==> src/rtl/pipe_adder.sv <==
// pipe_adder: valid/ready adder split into STAGES carry-pipelined chunks of WIDTH/STAGES bits.
// Optional macro PIPE_ADDER_OVF_EN adds a registered two's-complement overflow output ovf.
module pipe_adder #(
  parameter int WIDTH  = 8,
  parameter int STAGES = 2
) (
  input  logic             clk,
  input  logic             rst,
  input  logic             in_valid,
  output logic             in_ready,
  input  logic [WIDTH-1:0] a,
  input  logic [WIDTH-1:0] b,
  input  logic             cin,
  output logic             out_valid,
  input  logic             out_ready,
  output logic [WIDTH-1:0] sum,
  output logic             cout
`ifdef PIPE_ADDER_OVF_EN
  ,
  output logic             ovf
`endif
);

  localparam int CW = WIDTH / STAGES;

  if (WIDTH < 2 || STAGES < 1 || (WIDTH % STAGES) != 0) begin : g_param_check
    $error("pipe_adder: WIDTH must be >= 2 and an exact multiple of STAGES");
  end

  logic                         advance;

  // Register index k holds what leaves stage k: valid, carry, operands, partial sum.
  logic [STAGES-1:0]            vld_q;
  logic [STAGES-1:0]            cry_q;
  logic [STAGES-1:0][WIDTH-1:0] a_q;
  logic [STAGES-1:0][WIDTH-1:0] b_q;
  logic [STAGES-1:0][WIDTH-1:0] sum_q;

  logic [STAGES-1:0]            vld_in;
  logic [STAGES-1:0]            cry_in;
  logic [STAGES-1:0][WIDTH-1:0] a_in;
  logic [STAGES-1:0][WIDTH-1:0] b_in;
  logic [STAGES-1:0][WIDTH-1:0] sum_in;

  logic [STAGES-1:0][CW:0]      chunk;
  logic [STAGES-1:0]            cry_nxt;
  logic [STAGES-1:0][WIDTH-1:0] sum_nxt;

  assign advance  = !vld_q[STAGES-1] || out_ready;
  assign in_ready = advance;

  always_comb begin
    vld_in    = '0;
    cry_in    = '0;
    a_in      = '0;
    b_in      = '0;
    sum_in    = '0;
    vld_in[0] = in_valid;
    cry_in[0] = cin;
    a_in[0]   = a;
    b_in[0]   = b;
    for (int k = 1; k < STAGES; k++) begin
      vld_in[k] = vld_q[k-1];
      cry_in[k] = cry_q[k-1];
      a_in[k]   = a_q[k-1];
      b_in[k]   = b_q[k-1];
      sum_in[k] = sum_q[k-1];
    end
  end

  // Stage k fills in chunk k of the running sum; lower chunks ride along unchanged.
  always_comb begin
    chunk   = '0;
    cry_nxt = '0;
    sum_nxt = '0;
    for (int k = 0; k < STAGES; k++) begin
      chunk[k]   = {1'b0, a_in[k][k*CW +: CW]} + {1'b0, b_in[k][k*CW +: CW]}
                 + {{CW{1'b0}}, cry_in[k]};
      cry_nxt[k] = chunk[k][CW];
      sum_nxt[k] = sum_in[k];
      sum_nxt[k][k*CW +: CW] = chunk[k][CW-1:0];
    end
  end

  always_ff @(posedge clk or posedge rst) begin
    if (rst) begin
      vld_q <= '0;
      cry_q <= '0;
      a_q   <= '0;
      b_q   <= '0;
      sum_q <= '0;
    end else if (advance) begin
      vld_q <= vld_in;
      cry_q <= cry_nxt;
      a_q   <= a_in;
      b_q   <= b_in;
      sum_q <= sum_nxt;
    end
  end

  assign out_valid = vld_q[STAGES-1];
  assign sum       = sum_q[STAGES-1];
  assign cout      = cry_q[STAGES-1];

`ifdef PIPE_ADDER_OVF_EN
  // The last stage sees the operand sign bits and produces the sum sign bit.
  logic ovf_nxt;

  assign ovf_nxt = (a_in[STAGES-1][WIDTH-1] == b_in[STAGES-1][WIDTH-1])
                && (chunk[STAGES-1][CW-1] != a_in[STAGES-1][WIDTH-1]);

  always_ff @(posedge clk or posedge rst) begin
    if (rst) begin
      ovf <= 1'b0;
    end else if (advance) begin
      ovf <= ovf_nxt;
    end
  end
`endif

endmodule

==> config.mk <==
export PLATFORM = sky130hd
export DESIGN_NAME = pipe_adder
export DESIGN_NICKNAME = d
export VERILOG_FILES = /design/src/rtl/pipe_adder.sv
export SDC_FILE = /design/constraint.sdc
export NUM_CORES = 1
export LEC_CHECK = 0
export CORE_MARGIN = 2
export CORE_UTILIZATION = 40
export CTS_CLUSTER_DIAMETER = 200
export DETAILED_ROUTE_END_ITERATION = 8
export GPL_TIMING_DRIVEN = 0
export PLACE_DENSITY = 0.65
export SETUP_SLACK_MARGIN = 0.4
export SYNTH_ARGS = -nofsm -noshare
export SYNTH_HDL_FRONTEND = slang
export SYNTH_SLANG_ARGS = --single-unit
export TNS_END_PERCENT = 1
==> constraint.sdc <==
create_clock -name clk -period 2.4 [get_ports clk]
set_clock_uncertainty 0.1 [all_clocks]
set_input_delay 0.48 -clock clk [delete_from_list [all_inputs] [get_ports clk]]
set_output_delay 0.48 -clock clk [all_outputs]
set_load 0.02 [all_outputs]
==> results.toml, run 1 <==
[power_and_ir_drop]
leakagePower_uw = 0.000777
p_comb_frac = 0.392
switching_share = 0.336
total_switching_power_uw = 398
p_clk_frac = 0.150
vdd_ir_drop_max_uv = 314
finalPower_uw = 1180
p_seq_frac = 0.459
power.internal_uw = 786
cellPowerDensity_mw_per_mm2 = 750

[grt]
grtUsageTotal = 0.140
antenna_found_initial = 0
grt_overflow = 0
grt_max_degree = 25
grt_pass1_vias = 858
grt_pass1_wl_um = 3590

[clocking]
clockRootBuffer = "clkbuf_4"
cts_buffers = 3
clk_latency_ns = 0.31
numClockSinks = 24
path_clk_slew_ns = 0.13
cts_tree = "yes"
htree_levels = 1
clock_path_buffers = 2
cts_hold_buf = 0

[logic_synthesis]
synthArstFlopShare = 1.00
netlist_area_sq_mm = 0.00120
syn_area_per_cell_sq_um = 9.84
synth_edf_count = 0
synthCells = 122
synth.most_common_cell = "nand2_1"
ys.flop_type = "dfrtp_1"
yosysTopAreaCellShare = 0.501
synth.area.top_cells = "dfrtp_1, nand2_1, fa_1, ha_1, a21oi_2"
synth.ff_latch_count = 24
synthTopCellsByCount = "nand2_1, dfrtp_1, inv_1"
syn_nets = 153
synth.largest_area_cell = "dfrtp_1"
yosys.cell_types.count = 19
seq_area_frac_synth = 0.501
yosysWarnings = 0

[status]
violations = "DRC"
status = "complete, but fails checks"

[job]
drv_cap = 0

[timing]
tns_ns = 0
worst_pin_slew_ns = 0.897
hold_viol_final = 0
period_needed_ns = 1.86
post-route-period-util = 0.776
slew-limit-headroom = 0.402
drv_slew = 0
whs_ns = 0.369
setup_viol = 0
rsz0062_at_grt = "false"
timing.fmax_ghz = 0.537

[finish]
n_antenna_cell = 0
n_fill_cell = 268
area_growth_pct = 31.6
final_nets = 190
final_layout_size_suffix_gt1_frac = 0.115

[setup_path]
r2r_slack_ns = 0.72
end_kind = "output pin"
crit_end = "sum[0]"
r2r_start = "cry_q[0]$_DFFE_PP0P_"
critPathLaunchType = "register"
startpoint = "sum[0]$_DFFE_PP0P_"
reg2regPathDepth = 5
critPathMaxStageDelay_ns = 0.60
path_delay_family = "buffers and inverters"
worst-endpoint-required_ns = 1.82
cp_max_fo = 2
crit_arrival_ns = 1.28
crit_buf_inv = 1
r2r_end = "sum[7]$_DFFE_PP0P_"
critPathSlowestCell = "clkdlybuf4s50_1"
crit_type = "register to output pin"
path_depth = 1
crit_chain = "clkdlybuf4s50_1"

[floorplanning]
start_util = 0.428
die_w_um = 58.8
dieArea_sq_mm = 0.00345
rows = 19
core_region_area_sq_mm = 0.00281
num_io_pins = 32
die_height_um = 58.8

[routing]
viasPerCell = 4.77
wl_um = 2110
ant_nets = 0
vias = 896
routedWlPerCell_um = 11.2
first_pass_iters = 6
drt_iter0_markers = 30
drcViolationCount = 3

[hold_path]
hold_path.class = "register to register"

[place]
routabilityCongestion = 0.698
dp_hpwl_um = 1670
port_buffers = 31
## area by class of cell
class / count / area [sq um] / area share
plain buffers: 4 / 45.0 / 0.0285
clock buffers: 3 / 22.5 / 0.0143
inverters: 9 / 36.3 / 0.0230
multi-input cells: 85 / 522 / 0.330
flip-flops and latches: 24 / 601 / 0.380
well taps: 31 / 38.8 / 0.0246
repair buffers: 32 / 314 / 0.199
## worst min path at each step
stage | startpoint | end | cells after the start
finish | vld_q[0]$_DFFE_PP0P_ | vld_q[1]$_DFFE_PP0P_ | 1
global route | sum[4]$_DFFE_PP0P_ | sum[4]$_DFFE_PP0P_ | 2
CTS | vld_q[0]$_DFFE_PP0P_ | vld_q[1]$_DFFE_PP0P_ | 1
detailed placement | vld_q[0]$_DFFE_PP0P_ | vld_q[1]$_DFFE_PP0P_ | 1
global placement | vld_q[0]$_DFFE_PP0P_ | vld_q[0]$_DFFE_PP0P_ | 2
floorplan | vld_q[0]$_DFFE_PP0P_ | vld_q[0]$_DFFE_PP0P_ | 2
## power groups by stage
stage                     clock [uW]  combinational [uW]  sequential, uW
after floorplan                    0                 204             619
after global placement             0                 459             551
after detailed placement           0                 468             554
after CTS                        182                 472             545
after global routing             204                 514             557
final                            177                 464             543
## layer usage
metal  vias to the layer above  wire [um]  track usage
met5                         -          0            0
met4                         0         46       0.0877
met3                         4         91       0.0132
met2                        21       1020        0.229
met1                       418        960        0.177
li1                        453          -            -
## cells by family after synthesis
kind of cell | synth area share
compound gates | 0.0970
xor+xnor | 0.0219
fa+ha+maj | 0.129
buf+inv | 0.0647
flops | 0.501
simple gates | 0.187
## placed cells by master, fill, tap and decap left out, drive strengths merged
master and n:
a21o 2, a21oi 7, buf 6, clkbuf 3, clkdlybuf4s50 29, dfrtp 24, dlygate4sd2 1, fa 4
ha 6, inv 9, nand2 44, nand2b 1, nor2 7, nor2b 3, o21ai 8, xor2 3
## timing repair
action                     in CTS  in global routing
setup endpoints to repair       1                  0
hold endpoints to repair        0                  0
buffers inserted                1                  0
resized for setup               7                  0
## through the flow
| step | cells | area [sq um] | worst slack, ns | utilization |
|---|---|---|---|---|
| finish | 188 | 1580 | 0.537 | 0.563 |
| CTS | 188 | 1580 | 0.519 | 0.563 |
| detailed placement | 184 | 1550 | -0.131 | 0.552 |
| global placement | 184 | 1550 | -0.124 | 0.552 |
| global route | 188 | 1580 | 0.455 | 0.563 |
| floorplan | 122 | 1200 | 0.733 | - |
## flip-flops by register name, indices dropped and copies added, names as in the netlist
signal / flops
a_in: 4
b_in: 4
cry_q: 2
sum: 8
sum_in: 4
vld_q: 2
Note: power is estimated with default switching activity, not from simulation.
==> inputs of run 2 (changes only) <==
--- a/config.mk
+++ b/config.mk
@@ -10,7 +10,7 @@
 export CTS_CLUSTER_DIAMETER = 200
 export DETAILED_ROUTE_END_ITERATION = 8
 export GPL_TIMING_DRIVEN = 0
-export PLACE_DENSITY = 0.65
+export PLACE_DENSITY = 0.68
 export SETUP_SLACK_MARGIN = 0.4
 export SYNTH_ARGS = -nofsm -noshare
 export SYNTH_HDL_FRONTEND = slang
==> constraint.sdc (replaced) <==
create_clock -name clk -period 1.5 [get_ports clk]
set_clock_uncertainty 0.1 [all_clocks]
set_input_delay 0.3 -clock clk [delete_from_list [all_inputs] [get_ports clk]]
set_output_delay 0.3 -clock clk [all_outputs]
set_load 0.02 [all_outputs]
==> results.toml, run 2 (same netlist as run 1, synthesis figures left out) <==
[grt]
grtUsageTotal = 0.157
grt_pass1_wl_um = 4080
grt_pass1_vias = 953
grt_overflow = 0
grt_max_degree = 25
antenna_found_initial = 0

[floorplanning]
core_region_area_sq_mm = 0.00281
die_height_um = 58.8
num_io_pins = 32
rows = 19
dieArea_sq_mm = 0.00345
die_w_um = 58.8
start_util = 0.428

[setup_path]
crit_chain = "fa_2 > a21o_1 > a21oi_2 > xor2_1 > o21ai_1"
r2r_slack_ns = -0.12
crit_buf_inv = 0
path_delay_family = "flip-flops"
r2r_end = "sum[7]$_DFFE_PP0P_"
r2r_start = "cry_q[0]$_DFFE_PP0P_"
crit_arrival_ns = 1.73
critPathSlowestCell = "dfrtp_1"
worst-endpoint-required_ns = 1.61
end_kind = "register"
critPathMaxStageDelay_ns = 0.43
crit_type = "register to register"
reg2regPathDepth = 5
critPathLaunchType = "register"
startpoint = "cry_q[0]$_DFFE_PP0P_"
cp_max_fo = 2

[routing]
routedWlPerCell_um = 12.5
wl_um = 2360
drt_iter0_markers = 34
viasPerCell = 4.71
vias = 890
ant_nets = 0
drcViolationCount = 4
first_pass_iters = 6

[finish]
area_growth_pct = 35.6
fin_area_sq_mm = 0.00163
final_common_cell = "nand2_1"
n_fill_cell = 266
n_antenna_cell = 0
final_layout_size_suffix_gt1_frac = 0.241
final_nets = 191
layout_common_cells = "nand2_1, dfrtp_1, clkdlybuf4s50_1"
largest_reg_flops = 8
fin_util = 0.580

[timing]
timing.fmax_ghz = 0.617
period_needed_ns = 1.62
drv_slew = 0
whs_ns = 0.267
post-route-period-util = 1.08
fin_ws_ns = -0.121
worst_pin_slew_ns = 0.524
rsz0062_at_grt = "true"
setup_viol = 9
slew-limit-headroom = 0.650
hold_viol_final = 0

[clocking]
numClockSinks = 24
htree_levels = 1
clk_latency_ns = 0.30
cts_tree = "yes"
clock_path_buffers = 2
cts_buffers = 3
path_clk_slew_ns = 0.12
clockRootBuffer = "clkbuf_4"

[place]
place_area_sq_mm = 0.00155
port_buffers = 31
routabilityCongestion = 0.743
dp_hpwl_um = 1770
place_ws_ns = -0.681

[status]
violations = "DRC, setup timing"
status = "complete, but fails checks"

[hold_path]
hold_path.class = "input port to asynchronous set/reset pin"

[power_and_ir_drop]
vdd_ir_drop_max_uv = 489
leakagePower_uw = 0.000800
cellPowerDensity_mw_per_mm2 = 1200

[job]
drv_cap = 0
==> run 2: routing by layer <==
metal / up-vias / GRT usage / wire length [um]
li1: 450 / - / -
met1: 417 / 0.188 / 970
met2: 23 / 0.283 / 1250
met3: 0 / 0.0308 / 138
met4: 0 / 0.0487 / 0
met5: - / 0 / 0
==> run 2: area by class of cell <==
class / instances / area, sq um / share of cell area
tap: 31 / 38.8 / 0.0238
clock buffer: 3 / 22.5 / 0.0138
multi-input combinational: 85 / 539 / 0.332
timing repair buffer: 33 / 333 / 0.205
buffer: 4 / 52.6 / 0.0323
sequential: 24 / 601 / 0.369
inverter: 9 / 40.0 / 0.0246
==> run 2: worst max-delay path by stage <==
stage / to / slack (ns) / cells after the start
3_3_place_gp: in_ready / -0.68 / 5
5_1_grt: sum[5]$_DFFE_PP0P_ / -0.18 / 4
3_5_place_dp: in_ready / -0.68 / 5
6_report: sum[7]$_DFFE_PP0P_ / -0.12 / 5
2_1_floorplan: sum[5]$_DFFE_PP0P_ / -0.03 / 4
4_1_cts: sum[5]$_DFFE_PP0P_ / -0.13 / 4
==> run 2: power by group <==
group          internal [uW]  switching (uW)
logic                    399             391
registers                795            99.2
clock network           93.8             181
total                   1290             670
==> run 2: stage by stage <==
stage	std cells	setup TNS, ns	total power (uW)
final	189	-0.587	1960
after global routing	189	-1.07	2100
after CTS	189	-0.574	1980
after detailed placement	184	-5.13	1640
after global placement	184	-3.38	1620
after floorplan	122	-0.0335	1320
==> run 2: worst register-to-register path, stage by stage, from the launching register on <==
cell,delay (ns)
dfrtp_1,0.43
fa_2,0.42
a21o_1,0.19
a21oi_2,0.13
xor2_1,0.18
o21ai_1,0.08
==> run 2: repair_timing <==
action | in CTS | in global routing
pin swaps | 9 | 4
buffers inserted | 2 | 0
hold buffers | 0 | 0
setup endpoints to repair | 58 | 34
resized for setup | 76 | 3
==> inputs of run 3 (changes only) <==
--- a/config.mk
+++ b/config.mk
@@ -5,6 +5,7 @@
 export SDC_FILE = /design/constraint.sdc
 export NUM_CORES = 1
 export LEC_CHECK = 0
+export CAP_MARGIN = 20
 export CORE_MARGIN = 2
 export CORE_UTILIZATION = 40
 export CTS_CLUSTER_DIAMETER = 200
==> results of run 3 <==
Same layout as run 2: the final DEF is identical, and so are final timing and power.
